`src/rtl/imem_loader.sv`:
```
// imem_loader: receives a framed program image over a valid/ready byte stream,
// packs it little-endian into 32-bit words, writes them to the instruction
// memory and holds the core in reset until a complete, valid image is loaded.
// Frame: 0xA5, LEN_LO, LEN_HI, LEN*4 data bytes, optional XOR checksum byte.
// Optional feature macro: LOADER_CSUM_EN (trailing checksum byte required).
module imem_loader #(
  parameter int unsigned IMemSize  = 'h1000,
  parameter int unsigned AddrWidth = $clog2(IMemSize)
) (
  input  logic                 clk,
  input  logic                 reset,
  input  logic [7:0]           rx_data,
  input  logic                 rx_valid,
  output logic                 rx_ready,
  output logic                 imem_we,
  output logic [AddrWidth-1:0] imem_addr,
  output logic [31:0]          imem_wdata,
  output logic                 core_reset,
  output logic                 done,
  output logic                 error
);

  // word index: AddrWidth-2 bits of word address plus one guard bit
  localparam int unsigned WiW      = AddrWidth - 1;
  localparam logic [15:0] MaxWords = 16'(IMemSize >> 2);
  localparam logic [7:0]  SyncByte = 8'hA5;

  typedef enum logic [2:0] {
    S_IDLE,
    S_LEN0,
    S_LEN1,
    S_DATA,
`ifdef LOADER_CSUM_EN
    S_CSUM,
`endif
    S_DONE,
    S_ERR
  } state_e;

`ifdef LOADER_CSUM_EN
  localparam state_e AfterData = S_CSUM;
`else
  localparam state_e AfterData = S_DONE;
`endif

  state_e               state_q, state_d;
  logic [15:0]          len_q, len_d;
  logic [WiW-1:0]       widx_q, widx_d;
  logic [1:0]           bcnt_q, bcnt_d;
  logic [23:0]          word_q, word_d;
  logic                 we_q, we_d;
  logic [AddrWidth-1:0] addr_q, addr_d;
  logic [31:0]          wdata_q, wdata_d;
  logic                 core_reset_q, core_reset_d;
  logic                 done_q, done_d;
  logic                 error_q, error_d;
  logic                 accept;
  logic [15:0]          len_new;
`ifdef LOADER_CSUM_EN
  logic [7:0]           csum_q, csum_d;
`endif

  // Data-byte acceptance is stalled only during the imem write cycle
  always_comb begin
    rx_ready = !((state_q == S_DATA) && we_q);
  end

  // Next-state logic: framing FSM, word packing and registered status outputs
  always_comb begin
    state_d = state_q;
    len_d   = len_q;
    widx_d  = widx_q;
    bcnt_d  = bcnt_q;
    word_d  = word_q;
    we_d    = 1'b0;
    addr_d  = addr_q;
    wdata_d = wdata_q;
`ifdef LOADER_CSUM_EN
    csum_d  = csum_q;
`endif
    accept  = rx_valid && rx_ready;
    len_new = {rx_data, len_q[7:0]};

    case (state_q)
      S_IDLE: if (accept && rx_data == SyncByte) state_d = S_LEN0;
      S_LEN0: if (accept) begin
        len_d[7:0] = rx_data;
        widx_d     = '0;
        bcnt_d     = '0;
`ifdef LOADER_CSUM_EN
        csum_d     = '0;
`endif
        state_d    = S_LEN1;
      end
      S_LEN1: if (accept) begin
        len_d = len_new;
        if (len_new > MaxWords)   state_d = S_ERR;
        else if (len_new == '0)   state_d = AfterData;
        else                      state_d = S_DATA;
      end
      // the FSM stays in DATA through the write cycle so the index bump and the
      // end-of-image decision happen together, after the write is issued
      S_DATA: begin
        if (we_q) begin
          widx_d = widx_q + 1'b1;
          if (16'(widx_q) + 16'd1 == len_q) state_d = AfterData;
        end else if (accept) begin
`ifdef LOADER_CSUM_EN
          csum_d = csum_q ^ rx_data;
`endif
          bcnt_d = bcnt_q + 2'd1;
          case (bcnt_q)
            2'd0: word_d[7:0]   = rx_data;
            2'd1: word_d[15:8]  = rx_data;
            2'd2: word_d[23:16] = rx_data;
            default: begin
              wdata_d = {rx_data, word_q};
              addr_d  = {widx_q[AddrWidth-3:0], 2'b00};
              we_d    = 1'b1;
            end
          endcase
        end
      end
`ifdef LOADER_CSUM_EN
      S_CSUM: if (accept) state_d = (rx_data == csum_q) ? S_DONE : S_ERR;
`endif
      S_DONE, S_ERR: if (accept && rx_data == SyncByte) state_d = S_LEN0;
      default: state_d = S_IDLE;
    endcase

    core_reset_d = (state_d != S_DONE);
    done_d       = (state_d == S_DONE);
    error_d      = (state_d == S_ERR);
  end

  // State registers with synchronous reset; reset also drops any pending write
  always_ff @(posedge clk) begin
    if (reset) begin
      state_q      <= S_IDLE;
      len_q        <= '0;
      widx_q       <= '0;
      bcnt_q       <= '0;
      word_q       <= '0;
      we_q         <= 1'b0;
      addr_q       <= '0;
      wdata_q      <= '0;
      core_reset_q <= 1'b1;
      done_q       <= 1'b0;
      error_q      <= 1'b0;
`ifdef LOADER_CSUM_EN
      csum_q       <= '0;
`endif
    end else begin
      state_q      <= state_d;
      len_q        <= len_d;
      widx_q       <= widx_d;
      bcnt_q       <= bcnt_d;
      word_q       <= word_d;
      we_q         <= we_d;
      addr_q       <= addr_d;
      wdata_q      <= wdata_d;
      core_reset_q <= core_reset_d;
      done_q       <= done_d;
      error_q      <= error_d;
`ifdef LOADER_CSUM_EN
      csum_q       <= csum_d;
`endif
    end
  end

  assign imem_we    = we_q;
  assign imem_addr  = addr_q;
  assign imem_wdata = wdata_q;
  assign core_reset = core_reset_q;
  assign done       = done_q;
  assign error      = error_q;

endmodule

```
`config.mk`:
```
export PLATFORM = sky130hd
export DESIGN_NAME = imem_loader
export DESIGN_NICKNAME = d
export VERILOG_FILES = /design/src/rtl/imem_loader.sv
export SDC_FILE = /design/constraint.sdc
export NUM_CORES = 1
export LEC_CHECK = 0
export CORE_ASPECT_RATIO = 1.75
export CORE_UTILIZATION = 25
export CTS_CLUSTER_DIAMETER = 150
export DETAILED_ROUTE_END_ITERATION = 10
export PLACE_DENSITY = 0.46
export SLEW_MARGIN = 15
export SYNTH_ARGS = -nofsm -noshare
export SYNTH_HDL_FRONTEND = slang
export SYNTH_SLANG_ARGS = --single-unit
```
`constraint.sdc`:
```
create_clock -name clk -period 5.3 [get_ports clk]
set_clock_uncertainty 0.2 [all_clocks]
set_input_delay 1.59 -clock clk [delete_from_list [all_inputs] [get_ports clk]]
set_output_delay 1.59 -clock clk [all_outputs]
set_load 0.01 [all_outputs]
```
==> impl_metrics.yaml <==
run_status:
  status: "finished clean"
final_layout:
  design_area_sq_um: 5380
  final_util_pct: 31.6
  areaGrowthSynthToFinish_pct: 23.4
  layout-drive-gt1-share_pct: 6.35
  diodes: 0
  fin_nets: 609
worst_setup_path:
  ff2ff_setup_slack_ns: 2.63
  critPathArrivalTime_ns: 2.41
  cp_data_required_time_ns: 3.51
  startpoint_type: "register"
  r2r-start: "state_q[2]"
  worst-path-buf-inv: 2
  end_kind: "output port"
  reg2reg_depth: 8
  cp_top_family: "buffers and inverters"
  path_cells: "and3b_1, and2_1, inv_1, clkdlybuf4s50_1"
  critPathMaxFanout: 11
  cpPeakStageDelay_ns: 0.55
  criticalPathCategory: "register to output port"
  r2r-end: "imem_addr[5]"
  cp_slowest_cell: "clkdlybuf4s50_1"
die:
  initial_utilization_pct: 25.6
  fp.dieW_um: 102
  coreArea_sq_um: 17000
  die_area_sq_um: 18000
  die_h_um: 177
  io_pins: 60
  row_count: 63
logic_synthesis:
  yosysMostFrequentCell: "nand2_1"
  ys_types: 51
  ys.flop_type: "dfxtp_1"
  yosysSeqAreaShare_pct: 46.8
  synth_edf_count: 0
  syn_inst: 560
  synthArstFlopShare_pct: 0
  synth.top_cells.by_count: "nand2_1 (159), dfxtp_1 (102), a21oi_1 (92), nand3_1 (32), clkbuf_1 (27)"
  syn_avg_cell_area_sq_um: 7.79
  synthTopCellsByArea: "dfxtp_1 (47%), nand2_1 (14%), a21oi_1 (11%)"
  netlist.area_leader.share_pct: 46.8
  yosysWarnings: 0
  ys_seq_elements: 102
  netlist_area_sq_um: 4360
  synth_top_area_cell: "dfxtp_1"
cts:
  cts.root.buffer_cell: "clkbuf_16"
  clk_path_buf_depth: 2
  clock_sinks: 102
  hold_buffers: 0
  cts-buffers-inserted: 9
  cts_tree: "built"
  clk_latency_ns: 0.34
  cts.repair.resized: 0
  post_cts_buffers: 0
  clk_pin_slew_worst_paths_ns: 0.07
  cts_htree_levels: 3
sta:
  max_slew_margin_pct: 56.1
  hold_violations: 0
  fin_crit_sh_pct: 79.3
  setup_tns_ns: 0
  rsz0062_at_grt: "false"
  fmax_mhz: 238
  report.final.slew_viol_count: 0
  min_period_ns: 4.20
  setup_viol: 0
  worstMarginPinSlew_ns: 0.659
grt:
  grt_usage_pct: 14.5
  gr-total-overflow: 0
  grt_pass1_vias: 3691
  grt_pass1_wl_mm: 19.8
  grt_max_degree: 45
  antenna_found_initial: 0
worst_hold_path:
  hold_class: "register to register"
  hold_start: "imem_wdata[8]"
  holdPathStages: 2
  hold_end: "imem_wdata[8]"
drt:
  drtIter0Drc: 177
  wl_per_cell_um: 15.2
  via_per_inst: 4.70
  drtPass1Iterations: 4
  wirelength_mm: 12.6
  final_antenna_net_count: 0
  num_vias: 3876
  drc: 0
power_and_ir_drop:
  p_leak_nw: 1.65
  vdd_drop_max_mv: 0.124
  p_per_area_nw_per_um2: 275
placed_design:
  io_buffers: 57
  place_congestion: 0.811
  placed_area_sq_um: 5080
  hpwlAfterDp_mm: 9.18
flow_run:
  cap_violations: 0
logic make-up after synthesis:
family          Yosys count  synth area share, %
other cells               1               0.0860
buf+inv                  50                 5.05
flops                   102                 46.8
compound gates          132                 17.7
fa+ha+maj                 5                 1.43
simple gates            256                 26.1
mux                       2                0.459
xor+xnor                 12                 2.41
per-stage QoR:
stage	total power [mW]	instances	worst slack (ns)	hold slack (ns)
2_1_floorplan	0.804	561	1.93	0.232
3_3_place_gp	0.824	809	0.948	0.240
3_5_place_dp	0.825	809	0.858	0.246
4_1_cts	1.50	825	1.07	0.258
5_1_grt	1.53	825	0.947	0.273
6_report	1.48	825	1.10	0.254
worst max-delay path by stage:
stage	start	endpoint	slack [ns]	cells after the start
finish	state_q[0]	rx_ready	1.10	4
global route	state_q[0]	rx_ready	0.95	4
CTS	state_q[0]	rx_ready	1.07	4
detailed placement	rx_valid	imem_addr[5]	0.86	9
global placement	rx_valid	imem_wdata[3]	0.95	9
floorplan	rx_data[0]	done	1.93	7
placed cells by master (no fill, tap or decap), types with 2 or more instances in the layout:
cell type	synthesis	final
a21oi_1	92	92
or4_1	2	2
or2_2	2	2
o211ai_1	2	2
and3_1	3	3
o21ai_0	14	14
clkbuf_16	0	9
nor3_1	3	3
nand4_1	5	5
xor2_1	2	2
o31a_1	2	2
a22oi_1	3	3
mux2i_1	2	2
buf_4	4	10
a311oi_1	3	3
dfxtp_1	102	102
clkinvlp_4	0	2
nor2b_1	2	2
nand3b_1	2	2
o21ai_2	2	2
nand3_1	32	32
nor2_1	21	21
o31ai_1	2	2
nand2_1	159	159
nor4_1	6	6
clkdlybuf4s50_1	0	56
ha_1	5	5
or3_1	7	7
conb_1	1	2
inv_1	4	4
xnor2_1	10	10
and2_1	5	5
where the power goes:
group,switching [mW],internal [mW]
Sequential,0.000199,0.766
Clock,0.301,0.371
Combinational,0.0279,0.0125
state kept, by name, summed over array words and instances (netlist names):
name and flops:
imem_addr 10, imem_wdata 32, widx_q 11, core_reset 1, bcnt_q 2, len_q 16, done 1, error 1
state_q 3, imem_we 1, word_q 24
layer usage:
metal | up-vias | wire length (um) | track usage, %
li1 | 1958 | - | -
met1 | 1849 | 5000 | 15.9
met2 | 55 | 7080 | 27.5
met3 | 14 | 262 | 1.86
met4 | 0 | 228 | 5.36
met5 | - | 0 | 0
worst register-to-register path, delay by kind of cell, from the launching register on:
kind / cells / cell delay [ns]
simple gates: 5 / 1.28
buf+inv: 2 / 0.61
flops: 1 / 0.36
compound gates: 1 / 0.07
final cells by class:
| cell class | instances | area, sq um |
|---|---|---|
| fill | 1894 | 11600 |
| multi-input combinational | 409 | 2100 |
| sequential | 102 | 2040 |
| timing repair buffer | 67 | 641 |
| tap | 227 | 284 |
| clock buffer | 10 | 229 |
| clock inverter | 6 | 70.1 |
| inverter | 4 | 15.0 |
Power figures use the tool's default switching activity.
